<file path="src/rtl/ma_stage.sv">
`timescale 1ns/1ps
// Memory-access stage: load/store alignment, data-memory req/ack handshake with
// pipe stall, and two write-back register levels (register file and EX forwarding).
module ma_stage #(
  parameter int DADR_W = 14
) (
  input  logic              clk,
  input  logic              rst_n,
  input  logic              cmd_ld_ma,
  input  logic              cmd_st_ma,
  input  logic [4:0]        rd_adr_ma,
  input  logic [31:0]       rd_data_ma,
  input  logic              wbk_rd_reg_ma,
  input  logic [31:0]       st_data_ma,
  input  logic [2:0]        ldst_code_ma,
  input  logic              stall,
  input  logic              rst_pipe,
  output logic              mem_req,
  output logic              mem_we,
  output logic [DADR_W-1:0] mem_adr,
  output logic [3:0]        mem_be,
  output logic [31:0]       mem_wdata,
  input  logic              mem_ack,
  input  logic [31:0]       mem_rdata,
  output logic              dc_stall,
  output logic              dc_stall_fin,
  output logic              misalign_ma,
  output logic [4:0]        rd_adr_wb,
  output logic              wbk_rd_reg_wb,
  output logic [31:0]       wbk_data_wb,
  output logic [4:0]        rd_adr_wb2,
  output logic              wbk_rd_reg_wb2,
  output logic [31:0]       wbk_data_wb2
);

  typedef enum logic [1:0] {IDLE, BUSY, FIN} state_t;

  state_t      state, state_nxt;
  logic [1:0]  a, size;
  logic        acc, mis, issue, adv, ack_busy, kill, killed, done;
  logic [31:0] ld_buf;

  function automatic logic [3:0] store_be(input logic [1:0] sz, input logic [1:0] ofs);
    case (sz)
      2'b00:   store_be = 4'b0001 << ofs;
      2'b01:   store_be = 4'b0011 << ofs;
      default: store_be = 4'b1111;
    endcase
  endfunction

  function automatic logic [31:0] store_data(input logic [1:0] sz, input logic [31:0] d);
    case (sz)
      2'b00:   store_data = {4{d[7:0]}};
      2'b01:   store_data = {2{d[15:0]}};
      default: store_data = d;
    endcase
  endfunction

  function automatic logic [31:0] load_align(input logic [2:0] code, input logic [1:0] ofs,
                                             input logic [31:0] word);
    logic [31:0] w;
    w = word >> {ofs, 3'b000};
    case (code)
      3'b000:  load_align = {{24{w[7]}}, w[7:0]};
      3'b100:  load_align = {24'h0, w[7:0]};
      3'b001:  load_align = {{16{w[15]}}, w[15:0]};
      3'b101:  load_align = {16'h0, w[15:0]};
      default: load_align = word;
    endcase
  endfunction

  assign a        = rd_data_ma[1:0];
  assign size     = ldst_code_ma[1:0];
  assign acc      = cmd_ld_ma | cmd_st_ma;
  assign mis      = ((size == 2'b01) & a[0]) | (size[1] & (a != 2'b00));
  // done keeps an externally stalled, already-completed access from issuing again
  assign issue    = (state == IDLE) & acc & ~mis & ~done & ~stall & ~rst_pipe;
  assign dc_stall = (state == BUSY) | ((state == IDLE) & acc & ~mis & ~done);
  assign dc_stall_fin = (state == FIN);
  assign adv      = ~stall & ~dc_stall & ~rst_pipe;
  assign ack_busy = (state == BUSY) & mem_ack;
  assign kill     = killed | rst_pipe;

  always_comb begin
    state_nxt = state;
    case (state)
      IDLE:    if (issue) state_nxt = BUSY;
      BUSY:    if (mem_ack) state_nxt = kill ? IDLE : FIN;
      FIN:     state_nxt = IDLE;
      default: state_nxt = IDLE;
    endcase
  end

  // Bus cycle: request registered at issue, held stable until ack
  always_ff @(posedge clk or negedge rst_n) begin
    if (!rst_n) begin
      state     <= IDLE;
      killed    <= 1'b0;
      done      <= 1'b0;
      mem_req   <= 1'b0;
      mem_we    <= 1'b0;
      mem_adr   <= '0;
      mem_be    <= 4'h0;
      mem_wdata <= 32'h0;
      ld_buf    <= 32'h0;
    end else begin
      state  <= state_nxt;
      killed <= (state == BUSY) & ~mem_ack & kill;
      if (issue) begin
        mem_req   <= 1'b1;
        mem_we    <= cmd_st_ma;
        mem_adr   <= rd_data_ma[DADR_W+1:2];
        mem_be    <= cmd_st_ma ? store_be(size, a) : 4'hF;
        mem_wdata <= store_data(size, st_data_ma);
      end else if (ack_busy) begin
        mem_req <= 1'b0;
      end
      if (ack_busy & ~kill) ld_buf <= mem_rdata;
      if (rst_pipe)                done <= 1'b0;
      else if (ack_busy & ~killed) done <= 1'b1;
      else if (adv)                done <= 1'b0;
    end
  end

  // MA -> WB -> WB2 boundary
  always_ff @(posedge clk or negedge rst_n) begin
    if (!rst_n) begin
      misalign_ma    <= 1'b0;
      rd_adr_wb      <= 5'h0;
      wbk_rd_reg_wb  <= 1'b0;
      wbk_data_wb    <= 32'h0;
      rd_adr_wb2     <= 5'h0;
      wbk_rd_reg_wb2 <= 1'b0;
      wbk_data_wb2   <= 32'h0;
    end else if (rst_pipe) begin
      misalign_ma    <= 1'b0;
      rd_adr_wb      <= 5'h0;
      wbk_rd_reg_wb  <= 1'b0;
      wbk_data_wb    <= 32'h0;
      rd_adr_wb2     <= 5'h0;
      wbk_rd_reg_wb2 <= 1'b0;
      wbk_data_wb2   <= 32'h0;
    end else begin
      misalign_ma <= adv & acc & mis;
      if (adv) begin
        rd_adr_wb2     <= rd_adr_wb;
        wbk_rd_reg_wb2 <= wbk_rd_reg_wb;
        wbk_data_wb2   <= wbk_data_wb;
        rd_adr_wb      <= rd_adr_ma;
        wbk_rd_reg_wb  <= wbk_rd_reg_ma & ~cmd_st_ma & ~(acc & mis);
        wbk_data_wb    <= cmd_ld_ma ? load_align(ldst_code_ma, a, ld_buf) : rd_data_ma;
      end
    end
  end

endmodule
</file>
<file path="config.mk">
export PLATFORM = sky130hd
export DESIGN_NAME = ma_stage
export DESIGN_NICKNAME = d
export VERILOG_FILES = /design/src/rtl/ma_stage.sv
export SDC_FILE = /design/constraint.sdc
export NUM_CORES = 1
export LEC_CHECK = 0
export ABC_AREA = 0
export BUFFER_PORTS_ARGS = -buffer_cell sky130_fd_sc_hd__buf_2
export CORE_ASPECT_RATIO = 0.7
export CORE_MARGIN = 1.5
export CORE_UTILIZATION = 51
export CTS_CLUSTER_DIAMETER = 40
export DETAILED_ROUTE_END_ITERATION = 6
export HOLD_SLACK_MARGIN = 0.08
export PLACE_DENSITY = 0.77
export RECOVER_POWER = 25
export SETUP_SLACK_MARGIN = 0.5
export SLEW_MARGIN = 5
export SYNTH_ARGS = -nofsm -noshare
export SYNTH_HDL_FRONTEND = slang
export SYNTH_SLANG_ARGS = --single-unit
</file>
<file path="constraint.sdc">
create_clock -name clk -period 2.31 [get_ports clk]
set_clock_uncertainty 0.2 [all_clocks]
set_input_delay 0.231 -clock clk [delete_from_list [all_inputs] [get_ports clk]]
set_output_delay 0.231 -clock clk [all_outputs]
set_load 0.05 [all_outputs]
</file>
==> impl_summary.log <==
INFO  metric run_status = finished clean
INFO  metric grt_setup_unrepaired = yes
INFO  metric cpLargestDelayFamily = buffers and inverters
INFO  metric leakagePower = 5.63 nW
INFO  metric final_sum_of_negative_setup_slack = 0 ns
INFO  metric post_synth.cell_area_avg = 11.4 um2
INFO  metric max-vdd-ir-drop = 0.000568 V
INFO  metric worst_ep_required_time = 2.39 ns
INFO  metric detail_route.vias_per_cell = 6.06
INFO  metric initial_utilization = 53.0%
INFO  metric yosysWarningCount = 0
INFO  metric antenna_found_initial = 0
INFO  metric finalCriticalPeriod = 2.01 ns
INFO  metric yosys.area_share.adder = 0%
INFO  metric min-delay-start = cmd_ld_ma
INFO  metric relSlewSlack = 47.0%
INFO  metric drt_wl_total = 27.4 mm
INFO  metric root_buf_cell = sky130_fd_sc_hd__clkbuf_16
INFO  metric grt_overflow = 0
INFO  metric timing.critical_path.fanout_max = 7
INFO  metric detail-route-antenna-nets = 0
INFO  metric grt_first_pass_wirelength = 38.7 mm
INFO  metric setup.worst_path.class = flop to flop
INFO  metric synth.net_count = 768
INFO  metric die-width = 148 um
INFO  metric fin_nets = 1,137
INFO  metric multi_input_area = 3250 um2
INFO  metric utilization_after_layout = 80.3%
INFO  metric clk-insertion-delay-late = 0.43 ns
INFO  metric design.die.area = 15,500 um2
INFO  metric muxShareOfSynthArea = 13.5%
INFO  metric complex_gate_fraction_of_the_synthesized_area = 17.9%
INFO  metric worstPathCellList = nor3_4 -> buf_4 -> o2111ai_4 -> buf_12 -> buf_4 -> buf_6 -> nand2_1 -> o21ai_0
INFO  metric drc_violation_total_after_the_first_tritonroute_iteration = 909
INFO  metric max_slew.worst_pin.slew = 0.795 ns
INFO  metric post_synthesis_instance_total = 656
INFO  metric core_region_area = 14,100 um2
INFO  metric timing_max_transition_violations_final = 0
INFO  metric n_fill_cell = 788
INFO  metric yosysSeqAreaShare = 55.0%
INFO  metric ys_async_sr_fraction = 100%
INFO  metric tritoncts = done
INFO  metric finalSetupViolCount = 0
INFO  metric post_synth_num_cell_types = 43
INFO  metric rrSetupSlack = 0.30 ns
INFO  metric overall_die_height = 104 um
INFO  metric post-route-drc-count = 0
INFO  metric boundaryPins = 243
INFO  metric tritoncts.num_buffers = 17
INFO  metric yosys.area_share.xor_xnor = 0%
INFO  metric final-hold-violation-count = 0
INFO  metric hold_path.class = input port to flop
INFO  metric max_freq = 0.498 GHz
INFO  metric layout-area-overhead-vs-synth = 51.5%
INFO  metric post_drt_wl_per_cell = 22.3 um
INFO  metric synth-simple-area-share = 7.84%
INFO  metric synth_top_family_by_area = compound AO/OA/AOI/OAI gates
INFO  metric worst_path_largest_cell_delay = 0.45 ns
INFO  metric numClockSinks = 165
INFO  metric dpl.hpwl = 15.4 mm
INFO  metric arrival = 2.09 ns
INFO  metric drv.max_cap_violation_count = 0
INFO  metric vias = 7,445
INFO  metric grt_use_total = 32.3%
INFO  metric layout_cell_share_with_drive_strength_beyond_1 = 42.1%
INFO  metric final.period_utilization = 87.0%
INFO  metric placement_rows = 36
INFO  metric synth-edff-count = 0
INFO  metric r2r_start = state[1]$_DFFE_PN0P_
INFO  metric final_common_cell = sky130_fd_sc_hd__buf_2
INFO  metric crit_path_frequent_cell = sky130_fd_sc_hd__buf_4
INFO  metric register_area = 4130 um2
INFO  metric clock_path_buffers = 2
INFO  metric cp-startpoint = state[1]$_DFFE_PN0P_
INFO  metric grt_pass1_vias = 7,123
INFO  metric clkTransAtPathRegs = 0.07 ns
INFO  metric category_of_the_worst_setup_path_capture_point = flop
INFO  metric mappedNetlistArea = 7500 um2
INFO  metric crit_path_start_kind = flop
INFO  metric htree_levels = 4
INFO  metric largest_net_degree_at_the_start_of_global_routing = 63
INFO  metric layout.cells.most_common_list = sky130_fd_sc_hd__buf_2, sky130_fd_sc_hd__dfrtp_1, sky130_fd_sc_hd__dlygate4sd3_1
INFO  metric port-buffer-count = 242
INFO  metric synth_flop_cell = sky130_fd_sc_hd__dfrtp_1
INFO  metric gp_congestion = 0.877
INFO  metric critical_path.n_buffers_inverters = 4
INFO  metric power_density_relative_to_cell_area = 947 nW/um2
INFO  metric critical_path_cell_with_the_highest_stage_delay = sky130_fd_sc_hd__dfrtp_2
INFO  metric drtPass1Iterations = 5
INFO  metric synth.ff_latch_count = 165
## layout make-up
type | count | area share [%]
antenna | 1 | 0.0220
clock buffer | 21 | 4.14
clock inverter | 10 | 1.50
inverter | 34 | 1.12
multi-input combinational | 404 | 28.6
sequential | 165 | 36.4
tap | 190 | 2.09
timing repair buffer | 403 | 26.1
## per-layer routing
metal	part of all wire, %	global-route usage, %	vias to the layer above
met5	0	0	-
met4	4.8	12.9	0
met3	11	7.24	132
met2	46	51.2	586
met1	39	43.4	3600
li1	-	-	3127
## registers in the layout, summed over array words and instances, names as in the netlist, 2 cells and up
name / count
mem_adr: 14
mem_be: 4
wbk_data_wb: 32
rd_adr_wb2: 5
ld_buf: 32
state: 2
wbk_data_wb2: 32
rd_adr_wb: 5
mem_wdata: 32
## power by group
part | switching, mW | leakage, nW | internal [mW]
Clock | 1.20 | 0.306 | 1.90
Combinational | 2.41 | 3.19 | 1.25
Sequential | 0.524 | 2.13 | 3.48
## synth_stat cells, drive strengths merged (2+ instances only)
master | n | area (um2)
dfrtp | 165 | 4130
mux2 | 58 | 653
nand2 | 53 | 199
a22o | 50 | 438
nor2 | 44 | 175
buf | 35 | 226
inv | 34 | 128
mux2i | 34 | 340
o21ai | 32 | 160
a21oi | 28 | 144
clkbuf | 18 | 68.8
nand3 | 17 | 85.1
o221ai | 16 | 146
o32ai | 13 | 114
a221oi | 7 | 61.3
o22ai | 7 | 43.8
a21o | 6 | 45.0
nor2b | 6 | 37.5
a2bb2oi | 5 | 43.8
o211ai | 5 | 47.5
nor3 | 4 | 30.0
a32o | 3 | 30.0
nand2b | 3 | 18.8
nand3b | 2 | 15.0
o2111ai | 2 | 30.0
or2 | 2 | 12.5
## worst register-to-register path, delay by kind of cell (launching register included)
family                 cells  cell delay, ns
DFF                        1            0.45
AOI/OAI and AO/OA          2            0.29
buffers and inverters      4            0.62
and+or+nand+nor            2            0.32
## final timing paths
| kind | to | cells past startpoint |
|---|---|---|
| hold / removal | wbk_data_wb[10]$_DFFE_PN0P_ | 4 |
| hold reg to reg | mem_wdata[23]$_DFFE_PN0P_ | 2 |
| min in group asynchronous | wbk_data_wb2[6]$_DFFE_PN0P_ | 2 |
| setup / recovery | mem_wdata[25]$_DFFE_PN0P_ | 8 |
| setup reg to reg | mem_wdata[25]$_DFFE_PN0P_ | 8 |
| max in group asynchronous | wbk_data_wb[29]$_DFFE_PN0P_ | 3 |
## kinds of logic after synthesis
kind of cell           after synthesis
AO/OA/AOI/OAI                      178
buffers and inverters               87
flip-flops                         165
multiplexers                        93
AND/OR/NAND/NOR                    133
## stage by stage
step                std cells  hold slack [ns]  instance area (um2)  setup WS (ns)  power [mW]
floorplan                 656           -0.265                 7500          0.505        6.15
global placement         1061           0.0662                 8980          0.284        7.03
detailed placement       1061           0.0631                 8980          0.198        7.10
CTS                      1214           0.0945                10900          0.385        10.4
global route             1227            0.152                11400          0.286        11.1
finish                   1228            0.140                11400          0.301        10.8
## timing repair
item,CTS,global route
hold buffers,113,0
resized for setup,15,59
pin swaps,10,8
endpoints found under the setup margin,65,140
hold endpoints to repair,274,0
buffers inserted,9,6
cloned,0,9
No activity file was read; power rests on OpenSTA's default activity.
